### config.mk
export PLATFORM = sky130hd
export DESIGN_NAME = vend_coin_payer
export DESIGN_NICKNAME = d
export VERILOG_FILES = /design/src/rtl/vend_coin_payer.sv
export SDC_FILE = /design/constraint.sdc
export NUM_CORES = 1
export LEC_CHECK = 0
export BUFFER_PORTS_ARGS = -buffer_cell sky130_fd_sc_hd__buf_2
export CORE_MARGIN = 1.5
export CORE_UTILIZATION = 30
export DETAILED_ROUTE_END_ITERATION = 12
export GPL_TIMING_DRIVEN = 0
export MAX_ROUTING_LAYER = met4
export PLACE_DENSITY = 0.57
export SETUP_SLACK_MARGIN = 0.4
export SLEW_MARGIN = 20
export SYNTH_ARGS = -nofsm -noshare
export SYNTH_HDL_FRONTEND = slang
export SYNTH_SLANG_ARGS = --single-unit
### constraint.sdc
create_clock -name sys_clk -period 6.1 [get_ports sys_clk]
set_input_delay 0.61 -clock sys_clk [delete_from_list [all_inputs] [get_ports sys_clk]]
set_output_delay 0.61 -clock sys_clk [all_outputs]
set_load 0.005 [all_outputs]
### src/rtl/vend_coin_payer.sv
// -----------------------------------------------------------------------------
// vend_coin_payer
//   Customer-side initiator for the vending-machine coin interface. When a
//   start request is accepted it sends the programmed numbers of one-yuan and
//   half-yuan coins as single-cycle pulses, separated by GAP_CYC idle cycles.
//   It then waits up to TIMEOUT_CYC cycles for a beverage pulse. Change pulses
//   from the machine are accumulated. The block reports:
//     - the paid total,
//     - the change received,
//     - the coins left unsent because the beverage arrived early,
//     - whether the transaction ended with a beverage or a timeout.
//
// Ports
//   sys_clk, sys_rst_n       clock (rising edge), asynchronous active-low reset
//   start                    request pulse, honoured only when idle
//   half_first               1: half coins before one coins, 0: ones first
//   num_one, num_half        coin counts, latched when start is accepted
//   po_coin_one/half         registered coin pulses towards the machine
//   pi_beverage              beverage pulse from the machine
//   pi_change_one/half       change pulses from the machine
//   busy                     transaction in progress (low in the done cycle)
//   done                     one-cycle completion pulse
//   ok, timeout              outcome, held until the next accepted start
//   paid_units               half-yuan units sent, held
//   change_units             half-yuan units of change received, held
//   unsent_one/half          coins not sent because of an early beverage, held
// -----------------------------------------------------------------------------
module vend_coin_payer #(
    parameter int GAP_CYC     = 2,
    parameter int TIMEOUT_CYC = 8,
    parameter int CNT_W       = 3
) (
    input  logic             sys_clk,
    input  logic             sys_rst_n,
    input  logic             start,
    input  logic             half_first,
    input  logic [CNT_W-1:0] num_one,
    input  logic [CNT_W-1:0] num_half,
    output logic             po_coin_one,
    output logic             po_coin_half,
    input  logic             pi_beverage,
    input  logic             pi_change_one,
    input  logic             pi_change_half,
    output logic             busy,
    output logic             done,
    output logic             ok,
    output logic             timeout,
    output logic [CNT_W+1:0] paid_units,
    output logic [2:0]       change_units,
    output logic [CNT_W-1:0] unsent_one,
    output logic [CNT_W-1:0] unsent_half
);

    typedef enum logic [2:0] {
        S_IDLE = 3'd0,
        S_SEND = 3'd1,
        S_GAP  = 3'd2,
        S_WAIT = 3'd3,
        S_FIN  = 3'd4
    } state_t;

    localparam int GAP_W = $clog2(GAP_CYC + 1);
    localparam int TMO_W = $clog2(TIMEOUT_CYC + 1);
    localparam logic [GAP_W-1:0] GAP_LAST = GAP_W'(GAP_CYC - 1);
    localparam logic [TMO_W-1:0] TMO_LAST = TMO_W'(TIMEOUT_CYC - 1);

    state_t           state, state_nxt;
    logic [CNT_W-1:0] rem_one, rem_half;
    logic             hf_q;
    logic [GAP_W-1:0] gap_cnt;
    logic [TMO_W-1:0] tmo_cnt;

    logic             accept, active, fire, pick_half;
    logic [CNT_W-1:0] base_one, base_half;
    logic             base_hf;
    logic [CNT_W-1:0] rem_one_nxt, rem_half_nxt;
    logic [GAP_W-1:0] gap_cnt_nxt;
    logic [TMO_W-1:0] tmo_cnt_nxt;
    logic             coin_one_nxt, coin_half_nxt, busy_nxt, done_nxt;
    logic             ok_nxt, timeout_nxt;
    logic [CNT_W+1:0] paid_nxt;
    logic [2:0]       change_nxt;
    logic [CNT_W-1:0] unsent_one_nxt, unsent_half_nxt;

    // Saturating adders for the accumulated totals.
    function automatic logic [CNT_W+1:0] sat_paid(input logic [CNT_W+1:0] a,
                                                  input logic [1:0]       inc);
        logic [CNT_W+2:0] s;
        s = {1'b0, a} + {{(CNT_W+1){1'b0}}, inc};
        return s[CNT_W+2] ? {(CNT_W+2){1'b1}} : s[CNT_W+1:0];
    endfunction

    function automatic logic [2:0] sat_chg(input logic [2:0] a,
                                           input logic [1:0] inc);
        logic [3:0] s;
        s = {1'b0, a} + {2'b00, inc};
        return s[3] ? 3'b111 : s[2:0];
    endfunction

    // State register
    always_ff @(posedge sys_clk or negedge sys_rst_n) begin
        if (!sys_rst_n) state <= S_IDLE;
        else            state <= state_nxt;
    end

    // Next-state logic. The beverage takes priority over every other exit,
    // so a beverage in the last wait cycle still counts as success.
    always_comb begin
        state_nxt = state;
        case (state)
            S_IDLE: if (start)
                        state_nxt = (num_one == '0 && num_half == '0) ? S_FIN : S_SEND;
            S_SEND: if (pi_beverage)                        state_nxt = S_FIN;
                    else if (rem_one == '0 && rem_half == '0) state_nxt = S_WAIT;
                    else                                     state_nxt = S_GAP;
            S_GAP:  if (pi_beverage)             state_nxt = S_FIN;
                    else if (gap_cnt == GAP_LAST) state_nxt = S_SEND;
            S_WAIT: if (pi_beverage)             state_nxt = S_FIN;
                    else if (tmo_cnt == TMO_LAST) state_nxt = S_FIN;
            S_FIN:  state_nxt = S_IDLE;
            default: state_nxt = S_IDLE;
        endcase
    end

    // Output / datapath next values. Every output is a flop loaded from
    // these, so a coin pulse is decided one cycle ahead, on the edge
    // that enters SEND.
    always_comb begin
        accept    = (state == S_IDLE) && start;
        active    = (state == S_SEND) || (state == S_GAP) || (state == S_WAIT);
        base_one  = accept ? num_one    : rem_one;
        base_half = accept ? num_half   : rem_half;
        base_hf   = accept ? half_first : hf_q;
        fire      = (state_nxt == S_SEND);
        // When ones go first, a half is picked only after the ones run out.
        pick_half = base_hf ? (base_half != '0) : (base_one == '0);

        rem_one_nxt   = base_one;
        rem_half_nxt  = base_half;
        coin_one_nxt  = 1'b0;
        coin_half_nxt = 1'b0;
        paid_nxt      = accept ? '0 : paid_units;
        if (fire) begin
            if (pick_half) begin
                coin_half_nxt = 1'b1;
                rem_half_nxt  = base_half - CNT_W'(1);
                paid_nxt      = sat_paid(paid_nxt, 2'd1);
            end else begin
                coin_one_nxt  = 1'b1;
                rem_one_nxt   = base_one - CNT_W'(1);
                paid_nxt      = sat_paid(paid_nxt, 2'd2);
            end
        end

        change_nxt = accept ? 3'd0 : change_units;
        if (state != S_IDLE) begin
            if (pi_change_one)  change_nxt = sat_chg(change_nxt, 2'd2);
            if (pi_change_half) change_nxt = sat_chg(change_nxt, 2'd1);
        end

        ok_nxt          = accept ? 1'b0 : ok;
        timeout_nxt     = accept ? 1'b0 : timeout;
        unsent_one_nxt  = accept ? '0 : unsent_one;
        unsent_half_nxt = accept ? '0 : unsent_half;
        if (active && pi_beverage) begin
            ok_nxt          = 1'b1;
            unsent_one_nxt  = rem_one;
            unsent_half_nxt = rem_half;
        end
        if (state == S_WAIT && !pi_beverage && tmo_cnt == TMO_LAST)
            timeout_nxt = 1'b1;

        gap_cnt_nxt = (state == S_GAP  && state_nxt == S_GAP)  ? gap_cnt + GAP_W'(1) : '0;
        tmo_cnt_nxt = (state == S_WAIT && state_nxt == S_WAIT) ? tmo_cnt + TMO_W'(1) : '0;

        busy_nxt = (state_nxt == S_SEND) || (state_nxt == S_GAP) || (state_nxt == S_WAIT);
        done_nxt = (state_nxt == S_FIN);
    end

    // Registered outputs and working counters
    always_ff @(posedge sys_clk or negedge sys_rst_n) begin
        if (!sys_rst_n) begin
            rem_one      <= '0;
            rem_half     <= '0;
            hf_q         <= 1'b0;
            gap_cnt      <= '0;
            tmo_cnt      <= '0;
            po_coin_one  <= 1'b0;
            po_coin_half <= 1'b0;
            busy         <= 1'b0;
            done         <= 1'b0;
            ok           <= 1'b0;
            timeout      <= 1'b0;
            paid_units   <= '0;
            change_units <= '0;
            unsent_one   <= '0;
            unsent_half  <= '0;
        end else begin
            rem_one      <= rem_one_nxt;
            rem_half     <= rem_half_nxt;
            hf_q         <= base_hf;
            gap_cnt      <= gap_cnt_nxt;
            tmo_cnt      <= tmo_cnt_nxt;
            po_coin_one  <= coin_one_nxt;
            po_coin_half <= coin_half_nxt;
            busy         <= busy_nxt;
            done         <= done_nxt;
            ok           <= ok_nxt;
            timeout      <= timeout_nxt;
            paid_units   <= paid_nxt;
            change_units <= change_nxt;
            unsent_one   <= unsent_one_nxt;
            unsent_half  <= unsent_half_nxt;
        end
    end

endmodule

==> summary.txt, run 1 <==
Outcome
  – Status: complete, no violations

Clock tree
  – Clock transition at path regs: 80 ps
  – CTS Sinks: 36
  – H-tree Lvls: 2
  – Skew-Pair Late Insertion Delay: 290 ps
  – CTS tree: yes
  – CTS resizes: 0
  – CTS Buf Count: 5
  – Maximum clock path buffer count: 2
  – Hold_buf cts: 0
  – Setup repair bufs after CTS: 0
  – CTS root buf: clkbuf_8

Detailed routing
  – WL/cell: 14.4 um
  – Vias per cell: about 5.2
  – # DRC: 0
  – TritonRoute pass-1 iters: 4
  – Starting DRT DRC Count: 96
  – Final antenna-violating net count: 0
  – Final WL: 4.41 mm
  – Via count: ~1600

Power and ir drop
  – Power per Cell Area: 496 mW/mm2
  – VDD IR max: 0.000270 V
  – Leakage power: 1.13 nW

Timing
  – Worst slew pin tran: 799 ps
  – Final setup viols: 0
  – Fin. Hold Viols: 0
  – Min cycle time layout: 3030 ps
  – Normalized max-slew margin: a little under half
  – Worst Skew: 6.03 ps
  – RSZ-0062 raised after global routing: false
  – Final critical-path share of the clock period: between 40% and 50%
  – Peak Freq: 0.330 GHz
  – Fin. max-slew vios: 0
  – Post-Route Setup TNS: 0 ps

Yosys
  – Synthesized netlist cell count: 190
  – Synthesized cell area: around 0.0020 mm2
  – Number of flops mapped to enable cells by yosys: 0
  – Async S/R FF share, synth: between 90% and 100%
  – Post-synth net total: roughly 210
  – Syn_area_per_cell: 10.3 um2
  – Seq/Total Area, Yosys: between 40% and 50%
  – Yosys cell types: 53
  – Top FF cell, synth: dfrtp_1
  – Area contributors post-synth: dfrtp_1 46%, mux2i_1 6.1%, ha_1 5.7%
  – Post-synth top area share: 46.0%
  – Post-synthesis register bit count: 36
  – Area leader, netlist: dfrtp_1
  – Synth warn: 0

Global routing
  – Vias in the first global route: 1523
  – Global route overflow: 0
  – First-pass GRT wire length: 7.59 mm
  – GRT Total Usage: between 10% and 20%
  – Pin count of the biggest net entering global routing: 37
  – Initial antenna violation count: 0

Layout
  – Net count, final: 251
  – Share of layout cells above drive strength 1: 22.6%
  – Most common cell after layout, fill and taps aside: buf_2
  – N_diodes: 0
  – Design area: 0.00232 mm2
  – Final core occ: 36.8%
  – Syn-to-layout area delta: 18.6%
  – Commonest non-fill, non-tap cells in the layout: 37 x buf_2, 36 x dfrtp_1, 18 x nor2_1, 12 x mux2i_1, 9 x ha_1
  – Fill cell count: 670

Setup path
  – Cell Chain, Critical Path: buf_2, nor4b_2, buf_2, mux2i_1, ha_1, ha_1, nand2b_1, a21oi_1, nor2_1, nand2_1, xor2_1
  – WP data arrival: 3200 ps
  – Reg2Reg Depth: 11
  – CP Max Fanout: 10
  – CP max-delay cell: dfrtp_1
  – CP Class: reg2reg
  – Startpoint types: register
  – WP data required: 6270 ps
  – Slowest stage delay, CP: 370 ps
  – Crit end category: register

Floorplanning
  – # IOs: 33
  – Core Area: 0.00631 mm2
  – Starting Density: 31.0%
  – Rows: 29
  – Die Width: 83.8 um
  – Die ar.: 0.00702 mm2
  – Die Ht: roughly 84 um

Flow run
  – Maximum capacitance violations: 0

Placement
  – Post-place instance area: 0.00222 mm2
  – # port buffers: 32
  – Placed wire-length estimate: 3.26 mm
  – Gp weighted congestion: 0.862

Hold path
  – HP Class: in2async
==> path summary, 6_finish.rpt <==
| path | from | endpoint | slack [ps] |
|---|---|---|---|
| min in group sys_clk | gap_cnt[0] | gap_cnt[0] | 430 |
| setup reg to reg | state[0] | rem_one[0] | 3070 |
| hold reg to reg | gap_cnt[0] | gap_cnt[0] | 430 |
| setup / recovery | state[0] | rem_one[0] | 3070 |
| hold / removal | sys_rst_n | change_units[2] | 410 |
| max in group asynchronous | sys_rst_n | unsent_one[1] | 5190 |
==> metrics by stage <==
| stage | hold slack [ps] | setup slack [ps] | power [mW] | cells |
|---|---|---|---|---|
| after floorplan | 314 | 3430 | 0.784 | 190 |
| after global routing | 460 | 2860 | 1.25 | 307 |
| after global placement | 427 | 2950 | 0.942 | 299 |
| after CTS | 439 | 3060 | 1.16 | 307 |
| final | 405 | 3070 | 1.15 | 307 |
| after detailed placement | 429 | 2940 | 0.953 | 299 |
==> layout make-up <==
class / count / area, um2 / area share (%)
sequential: 36 / 901 / 38.8
clock buffer: 6 / 72.6 / 3.12
timing repair buffer: 32 / 160 / 6.89
multi-input combinational: 139 / 996 / 42.9
buffer: 7 / 32.5 / 1.40
tap: 77 / 96.3 / 4.15
clock inverter: 2 / 35.0 / 1.51
inverter: 8 / 30.0 / 1.29
==> Yosys cell counts (all sizes together), types with 3 or more instances <==
cell	instances
nand4	3
nor2	18
buf	6
mux2i	12
a31oi	3
xor2	4
ha	9
nor3	7
inv	8
o21ai	4
nand2	9
nand2b	8
a22o	8
nor4	3
a211oi	3
a21oi	6
and2	3
dfrtp	36
nand3	5
==> routing by layer <==
metal  up-vias  global-route usage, %  part of all wire, %
met1       759                   19.8                   50
met2        39                   19.1                   44
met3         9                   3.66                  4.6
li1        776                      -                    -
met4         0                   4.47                  1.3
met5         -                      -                    0
==> cells by family (layout without fill, tap and decap cells) <==
family | count (synthesis) | count (layout) | share of synthesized area, %
buffers and inverters | 15 | 55 | 3.19
and+or+nand+nor | 75 | 75 | 21.9
xor gates and xnor gates | 5 | 5 | 2.23
AOI/OAI and AO/OA | 37 | 37 | 14.3
adders and majority gates | 10 | 10 | 6.26
DFF | 36 | 36 | 46.0
muxes | 12 | 12 | 6.13
==> state kept, by name, summed over array words and instances, names as in the netlist, 2 cells and up <==
signal,flops
gap_cnt,2
rem_one,3
rem_half,3
unsent_half,3
change_units,3
tmo_cnt,4
state,3
paid_units,5
unsent_one,3
==> report_power, final <==
group / internal, mW / total (mW) / switching (mW)
Sequential: 0.329 / 0.402 / 0.0733
Clock: 0.121 / 0.208 / 0.0871
Combinational: 0.243 / 0.542 / 0.298
==> critical path: cells and delay by family (launching register included) <==
kind                       cells  cell delay (ps)
muxes                          1              310
and+or+nand+nor                4             1050
adders and majority gates      2              370
AOI/OAI and AO/OA              1               80
DFF                            1              370
xor gates and xnor gates       1              210
buffers and inverters          2              510
No activity file was read; power rests on OpenSTA's default activity.
==> inputs of run 2 (changes only) <==
--- a/config.mk
+++ b/config.mk
@@ -5,13 +5,14 @@
 export SDC_FILE = /design/constraint.sdc
 export NUM_CORES = 1
 export LEC_CHECK = 0
+export ABC_AREA = 1
 export BUFFER_PORTS_ARGS = -buffer_cell sky130_fd_sc_hd__buf_2
 export CORE_MARGIN = 1.5
 export CORE_UTILIZATION = 30
 export DETAILED_ROUTE_END_ITERATION = 12
 export GPL_TIMING_DRIVEN = 0
 export MAX_ROUTING_LAYER = met4
-export PLACE_DENSITY = 0.57
+export PLACE_DENSITY = 0.56
 export SETUP_SLACK_MARGIN = 0.4
 export SLEW_MARGIN = 20
 export SYNTH_ARGS = -nofsm -noshare
==> constraint.sdc (replaced) <==
create_clock -name sys_clk -period 3.09 [get_ports sys_clk]
set_input_delay 0.309 -clock sys_clk [delete_from_list [all_inputs] [get_ports sys_clk]]
set_output_delay 0.309 -clock sys_clk [all_outputs]
set_load 0.005 [all_outputs]
==> run 2 against run 1 <==
Hold slack worse by 280 ps. Area after synthesis up 12%. Final cell count up 41%. Via count grew 22%. Clock power grew 99%. Largest power group unchanged.
==> summary.txt, run 2 <==
Outcome
  – Status: complete, no violations (unchanged)

Floorplanning
  – Die Width: 88.6 um (was 83.8 um)
  – Core Area: 0.00718 mm2 (was 0.00631 mm2)
  – Die Ht: 88.6 um (was 83.8 um)
  – Die ar.: 0.00785 mm2 (was 0.00702 mm2)
  – Starting Density: 30.7% (was 31.0%)
  – Rows: 31 (was 29)
  – # IOs: 33 (unchanged)

Layout
  – Most flop-heavy register: paid_units (unchanged)
  – Commonest non-fill, non-tap cells in the layout: 78 x nand2_1, 38 x inv_1, 34 x buf_2, 34 x dfrtp_1, 28 x nor2_1 (was 37 x buf_2, 36 x dfrtp_1, 18 x nor2_1, 12 x mux2i_1, 9 x ha_1)
  – Syn-to-layout area delta: 19.6% (was 18.6%)
  – Max reg flops: 5 (unchanged)
  – Share of layout cells above drive strength 1: 22.8% (was 22.6%)
  – N_diodes: 0 (unchanged)
  – Final Non-Filler Cells: 432 (was 307)
  – Largest regs: paid_units: 5 flops, tmo_cnt: 4 flops (unchanged)
  – Net count, final: 354 (was 251)
  – Most common cell after layout, fill and taps aside: nand2_1 (was buf_2)

Yosys
  – Yosys cell types: 33 (was 53)
  – Area leader, netlist: dfrtp_1 (unchanged)
  – Post-synthesis register bit count: 36 (unchanged)
  – Synth warn: 0 (unchanged)
  – Largest family of logic cells by synthesized area: simple AND/OR/NAND/NOR gates (unchanged)
  – Post-synth net total: 311 (was 212)
  – Area share of fa/ha/maj cells after synthesis: 5.12% (was 6.26%)
  – Synth Area in XOR/XNOR: 0.796% (was 2.23%)
  – Complex-gate fraction of the synthesized area: 10.6% (was 14.3%)
  – Mux cell area share after synthesis: 0% (was 6.13%)
  – Synthesized netlist cell count: 289 (was 190)
  – Synth top cells by count: 78 x nand2_1, 38 x inv_1, 36 x dfrtp_1, 28 x nor2_1 (was 36 x dfrtp_1, 18 x nor2_1, 12 x mux2i_1, 9 x ha_1)
  – Async S/R FF share, synth: 100% (unchanged)
  – Post-synth top area share: 41.0% (was 46.0%)
  – Number of flops mapped to enable cells by yosys: 0 (unchanged)
  – Post-synthesis simple-gate area fraction: 32.8% (was 21.9%)
  – Most numerous cell in the Yosys netlist: nand2_1 (was dfrtp_1)
  – Area contributors post-synth: dfrtp_1 41%, nand2_1 13%, inv_1 6.5% (was dfrtp_1 46%, mux2i_1 6.1%, ha_1 5.7%)
  – Top FF cell, synth: dfrtp_1 (unchanged)
  – Synthesized cell area: 0.00220 mm2 (was 0.00196 mm2)
  – Seq/Total Area, Yosys: 41.0% (was 46.0%)
  – Syn_area_per_cell: 7.61 um2 (was 10.3 um2)

Global routing
  – Pin count of the biggest net entering global routing: 37 (unchanged)
  – Vias in the first global route: 1850 (was 1523)
  – GRT Total Usage: 14.5% (was 13.9%)
  – Initial antenna violation count: 0 (unchanged)
  – Global route overflow: 0 (unchanged)
  – First-pass GRT wire length: 8.33 mm (was 7.59 mm)

Detailed routing
  – Final WL: 5.02 mm (was 4.41 mm)
  – TritonRoute pass-1 iters: 4 (unchanged)
  – # DRC: 0 (unchanged)
  – Starting DRT DRC Count: 69 (was 96)
  – Via count: 1933 (was 1583)
  – WL/cell: 11.6 um (was 14.4 um)
  – Final antenna-violating net count: 0 (unchanged)
  – Vias per cell: 4.47 (was 5.16)

Setup path
  – Worst Path Buf+Inv: 3 (was 2)
  – CP Max Fanout: 10 (unchanged)
  – Crit end category: register (unchanged)
  – WP data arrival: 2610 ps (was 3200 ps)
  – Cell Chain, Critical Path: nor2_4, nand3_4, buf_4, nand2_1, o21a_1, inv_1, ha_1, ha_1, nand3_1, nand2_2, inv_1, nor2_1, o21ai_2, nand2_1 (was buf_2, nor4b_2, buf_2, mux2i_1, ha_1, ha_1, nand2b_1, a21oi_1, nor2_1, nand2_1, xor2_1)
  – CP Class: reg2reg (unchanged)
  – Startpoint types: register (unchanged)
  – Slowest stage delay, CP: 450 ps (was 370 ps)
  – WP data required: 3270 ps (was 6270 ps)
  – Top Family by Delay on Critical Path: simple AND/OR/NAND/NOR gates (unchanged)
  – CP max-delay cell: dfrtp_2 (was dfrtp_1)

Timing
  – Normalized max-slew margin: 44.3% (was 46.7%)
  – Worst slew pin tran: 836 ps (was 799 ps)
  – Peak Freq: 0.412 GHz (was 0.330 GHz)
  – Final setup viols: 0 (unchanged)
  – Setup WS post-layout: 664 ps (was 3070 ps)
  – Min Hold Slack: 124 ps (was 405 ps)
  – Min cycle time layout: 2430 ps (was 3030 ps)
  – RSZ-0062 raised after global routing: false (unchanged)
  – Post-Route Setup TNS: 0 ps (unchanged)
  – Fin. max-slew vios: 0 (unchanged)
  – Final critical-path share of the clock period: 78.5% (was 49.7%)
  – Fin. Hold Viols: 0 (unchanged)
  – Worst Skew: 10.9 ps (was 6.03 ps)

Placement
  – Placed wire-length estimate: 3.68 mm (was 3.26 mm)
  – # port buffers: 32 (unchanged)
  – Pre-CTS WS: 556 ps (was 2940 ps)
  – Gp weighted congestion: 0.829 (was 0.862)
  – Dpl cells: 420 (was 299)

Power and ir drop
  – Design Power: 2.74 mW (was 1.15 mW)
  – Power per Cell Area: 1040 mW/mm2 (was 496 mW/mm2)
  – Leakage power: 1.45 nW (was 1.13 nW)
  – VDD IR max: 0.000214 V (was 0.000270 V)

Clock tree
  – CTS Buf Count: 5 (unchanged)
  – Hold_buf cts: 0 (unchanged)
  – Skew-Pair Late Insertion Delay: 290 ps (about the same)
  – CTS root buf: clkbuf_8 (unchanged)
  – CTS tree: yes (unchanged)
  – CTS Sinks: 36 (unchanged)
  – H-tree Lvls: 2 (unchanged)
  – Maximum clock path buffer count: 2 (unchanged)
  – Clock transition at path regs: 70 ps (was 80 ps)

Hold path
  – HP Class: in2async (unchanged)

Flow run
  – Maximum capacitance violations: 0 (unchanged)
[run 2: changes by cell type in the layout (fill, tap and decap cells not counted), sizes merged, moves of 6 or more]
cell,before,now
a22o,8,1
inv,8,43
mux2i,12,0
nand2,9,82
nand2b,8,0
nand3,5,26
nor2,18,33
nor3,7,1
o21ai,4,32
[run 2: metrics by stage]
stage | utilization (%) | instance area, um2
6_report | 36.7 | 2630
5_1_grt | 36.7 | 2630
4_1_cts | 36.1 | 2590
3_5_place_dp | 34.6 | 2480
3_3_place_gp | 34.6 | 2480
2_1_floorplan | - | 2200
[run 2: path summary, 6_finish.rpt]
kind	from	endpoint	slack (ps)	depth (start not counted)
max	state[1]	rem_half[0]	660	14
min	sys_rst_n	tmo_cnt[0]	120	1
max reg2reg	state[1]	rem_half[0]	660	14
min reg2reg	gap_cnt[0]	gap_cnt[0]	430	1
max in group asynchronous	sys_rst_n	state[0]	2390	1
min in group sys_clk	half_first	hf_q	330	3
[run 2: layout make-up]
class | count | area, um2
buffer | 6 | 48.8
clock buffer | 6 | 72.6
clock inverter | 2 | 35.0
fill | 759 | 4550
inverter | 43 | 166
multi-input combinational | 204 | 1090
sequential | 36 | 903
tap | 99 | 124
timing repair buffer | 36 | 190
[run 2: layer usage]
| layer | share of wire (%) | GRT usage [%] | up-vias |
|---|---|---|---|
| met5 | 0 | - | - |
| met4 | 1.6 | 5.40 | 0 |
| met3 | 3.5 | 3.54 | 6 |
| met2 | 46 | 23.9 | 32 |
| met1 | 48 | 17.0 | 883 |
| li1 | - | - | 1012 |
[run 2: logic make-up after synthesis]
family                     count (synthesis)
and+or+nand+nor                          153
AOI/OAI and AO/OA                         40
buffers and inverters                     49
DFF                                       36
xor gates and xnor gates                   2
adders and majority gates                  9
[run 2: repair_timing]
| action | 4_1_cts | 5_1_grt |
|---|---|---|
| resized for setup | 0 | 5 |
| setup buffers | 0 | 4 |
| setup endpoints to repair | 0 | 9 |
[run 2: worst reg2reg max path, stage by stage (launching register included)]
cell,delay [ps]
dfrtp_2,450
nor2_4,180
nand3_4,140
buf_4,210
nand2_1,70
o21a_1,140
inv_1,70
ha_1,200
ha_1,200
nand3_1,90
nand2_2,120
inv_1,200
nor2_1,80
o21ai_2,120
nand2_1,60
[run 2: power by group]
group | internal [mW] | total, mW | leakage [nW] | switching [mW]
clock network | 0.240 | 0.414 | 0.0552 | 0.175
registers | 0.645 | 0.751 | 0.462 | 0.106
logic | 0.602 | 1.57 | 0.936 | 0.970
total | 1.49 | 2.74 | 1.45 | 1.25
==> inputs of run 3 (changes only) <==
==> constraint.sdc (replaced) <==
create_clock -name sys_clk -period 2.31 [get_ports sys_clk]
set_input_delay 0.231 -clock sys_clk [delete_from_list [all_inputs] [get_ports sys_clk]]
set_output_delay 0.231 -clock sys_clk [all_outputs]
set_load 0.005 [all_outputs]
==> run 3 against run 2 <==
Sequential power increased by 32%. First-iteration DRC count is 7.2% higher. Highest routed layer unchanged. Final area up 17%. Power grew 74%. Register-to-register slack worse by 470 ps. Critical path depth increased by 1.
==> summary.txt, run 3 (synthesis gave the netlist of run 2 again) <==
Floorplanning
  – Die Ht: 88.6 um (unchanged)
  – Starting Density: 30.7% (unchanged)
  – Die Width: 88.6 um (unchanged)
  – Core Area: 0.00718 mm2 (unchanged)
  – Die ar.: 0.00785 mm2 (unchanged)
  – # IOs: 33 (unchanged)
  – Rows: 31 (unchanged)

Outcome
  – Status: complete, no violations (unchanged)

Clock tree
  – CTS tree: yes (unchanged)
  – Clock transition at path regs: 80 ps (was 70 ps)
  – H-tree Lvls: 2 (unchanged)
  – CTS root buf: clkbuf_8 (unchanged)
  – Skew-Pair Late Insertion Delay: 290 ps (about the same)
  – Maximum clock path buffer count: 2 (unchanged)
  – CTS Sinks: 36 (unchanged)
  – Hold_buf cts: 0 (unchanged)
  – CTS Buf Count: 5 (unchanged)

Layout
  – Share of layout cells above drive strength 1: 39.1% (was 22.8%)
  – Largest regs: paid_units: 5 flops, tmo_cnt: 4 flops (unchanged)
  – Max reg flops: 5 (unchanged)
  – Most flop-heavy register: paid_units (unchanged)
  – Most common cell after layout, fill and taps aside: nand2_1 (unchanged)
  – Final Non-Filler Cells: 460 (was 432)
  – Design area: 0.00308 mm2 (was 0.00263 mm2)
  – Net count, final: 382 (was 354)
  – Final core occ: 43.0% (was 36.7%)
  – Commonest non-fill, non-tap cells in the layout: 71 x nand2_1, 34 x dfrtp_1, 33 x buf_2, 30 x inv_1, 26 x buf_4 (was 78 x nand2_1, 38 x inv_1, 34 x buf_2, 34 x dfrtp_1, 28 x nor2_1)
  – N_diodes: 0 (unchanged)
  – Syn-to-layout area delta: 40.2% (was 19.6%)

Detailed routing
  – # DRC: 0 (unchanged)
  – Final antenna-violating net count: 0 (unchanged)
  – Vias per cell: 4.54 (was 4.47)
  – Starting DRT DRC Count: 74 (was 69)
  – Via count: 2087 (was 1933)
  – TritonRoute pass-1 iters: 4 (unchanged)
  – WL/cell: 12.6 um (was 11.6 um)
  – Final WL: 5.78 mm (was 5.02 mm)

Setup path
  – Worst Path Buf+Inv: 8 (was 3)
  – CP Class: reg2reg (unchanged)
  – Top Family by Delay on Critical Path: buffers and inverters (was simple AND/OR/NAND/NOR gates)
  – CP max-delay cell: dfrtp_2 (unchanged)
  – Cell Chain, Critical Path: nor2_4, nand3_4, nand2_1, o21a_1, inv_2, buf_4, buf_4, buf_4, buf_4, buf_4, buf_4, buf_6, nor2_4, o21ai_2, nand2_1 (was nor2_4, nand3_4, buf_4, nand2_1, o21a_1, inv_1, ha_1, ha_1, nand3_1, nand2_2, inv_1, nor2_1, o21ai_2, nand2_1)
  – Crit path top cell by count: buf_4
  – Slowest stage delay, CP: 430 ps (was 450 ps)
  – Startpoint types: register (unchanged)
  – Crit end category: register (unchanged)
  – R2R Path End: rem_one[0] (was rem_half[0])
  – WP data arrival: 2350 ps (was 2610 ps)
  – Launching point of the worst reg2reg path: state[0] (was state[1])
  – Reg2Reg Depth: 15 (was 14)
  – R2R Setup Slk: 200 ps (was 660 ps)
  – CP Max Fanout: 6 (was 10)
  – WP data required: 2540 ps (was 3270 ps)

Timing
  – Min cycle time layout: 2110 ps (was 2430 ps)
  – Final critical-path share of the clock period: 91.5% (was 78.5%)
  – Fin. max-slew vios: 0 (unchanged)
  – Final setup viols: 0 (unchanged)
  – Peak Freq: 0.473 GHz (was 0.412 GHz)
  – Fin. Hold Viols: 0 (unchanged)
  – Worst slew pin tran: 848 ps (was 836 ps)
  – Worst Skew: 7.25 ps (was 10.9 ps)
  – RSZ-0062 raised after global routing: true (was false)
  – Normalized max-slew margin: 43.5% (was 44.3%)

Power and ir drop
  – Power per Cell Area: 1550 mW/mm2 (was 1040 mW/mm2)
  – Sequential power share: 20.7% (was 27.4%)
  – Int Pwr: 2.63 mW (was 1.49 mW)
  – Design Power: 4.77 mW (was 2.74 mW)
  – Switching share of power: 44.9% (was 45.7%)
  – Clk pwr share: 11.9% (was 15.1%)
  – Leakage power: 1.62 nW (was 1.45 nW)
  – Sw Pwr: 2.14 mW (was 1.25 mW)
  – Power share of the combinational group: 67.4% (was 57.4%)
  – VDD IR max: 0.000524 V (was 0.000214 V)

Hold path
  – HP Class: in2async (unchanged)

Global routing
  – Global route overflow: 0 (unchanged)
  – GRT Total Usage: 16.4% (was 14.5%)
  – First-pass GRT wire length: 9.47 mm (was 8.33 mm)
  – Vias in the first global route: 2038 (was 1850)
  – Pin count of the biggest net entering global routing: 37 (unchanged)
  – Initial antenna violation count: 0 (unchanged)

Placement
  – Placed wire-length estimate: 3.77 mm (was 3.68 mm)
  – Dpl cells: 420 (unchanged)
  – # port buffers: 32 (unchanged)
  – Gp weighted congestion: 0.792 (was 0.829)
  – Post-place instance area: 0.00255 mm2 (was 0.00248 mm2)

Flow run
  – Maximum capacitance violations: 0 (unchanged)
==> run 3: cell count changes in the layout (fill, tap and decap cells not counted), moves of 5 or more <==
cell,delta
buf_4,+20
o21ai_0,-9
inv_1,-8
nand2_1,-7
buf_6,+6
inv_2,+6
ha_1,-5
nand2_2,+5
nor2_1,-5
o21ai_2,+5
==> run 3: area by class of cell <==
class	count	area, um2
sequential	36	903
multi-input combinational	205	1290
clock inverter	3	42.5
inverter	43	174
buffer	6	70.1
fill	719	4090
tap	99	124
timing repair buffer	63	412
clock buffer	5	68.8
==> run 3: worst max path at each step <==
stage	cells after the start	slack, ps	from	to
detailed placement	15	-20	state[0]	paid_units[1]
finish	15	200	state[0]	rem_one[0]
global placement	15	20	state[0]	paid_units[2]
floorplan	15	260	state[0]	paid_units[1]
CTS	14	230	state[1]	rem_half[2]
global route	15	100	state[0]	paid_units[0]
==> run 3: layer usage <==
layer	global-route usage, %	part of all wire [%]	vias to the layer above
li1	-	-	1075
met1	20.4	46	957
met2	26.7	49	44
met3	2.80	3.3	11
met4	6.11	1.8	0
met5	-	0	-
==> run 3: timing repair <==
action | in CTS | in global routing
setup endpoints to repair | 14 | 15
gates cloned | 2 | 0
pin swaps | 23 | 11
buffers inserted | 26 | 4
gates resized for setup | 39 | 16
==> run 3: power groups by stage <==
stage          Sequential (mW)  Combinational [mW]  Clock (mW)
3_3_place_gp              1.02                2.17           0
6_report                 0.988                3.21       0.569
3_5_place_dp              1.02                2.23           0
4_1_cts                  0.985                3.02       0.581
5_1_grt                   1.02                3.57       0.604
2_1_floorplan             1.01                1.67           0
==> run 3: through the flow <==
step / setup WS (ps) / hold WS (ps) / setup TNS (ps)
after floorplan: 258 / -64.6 / 0
after global placement: 17.3 / 394 / 0
after detailed placement: -17.6 / 404 / -56.7
after CTS: 234 / 85.2 / 0
after global routing: 96.0 / 110 / 0
final: 196 / 37.9 / 0
==> run 3: worst reg2reg max path, delay by kind of cell (launching register included) <==
kind / cells / cell delay, ps
DFF: 1 / 430
and+or+nand+nor: 5 / 520
buffers and inverters: 8 / 910
AOI/OAI and AO/OA: 2 / 210
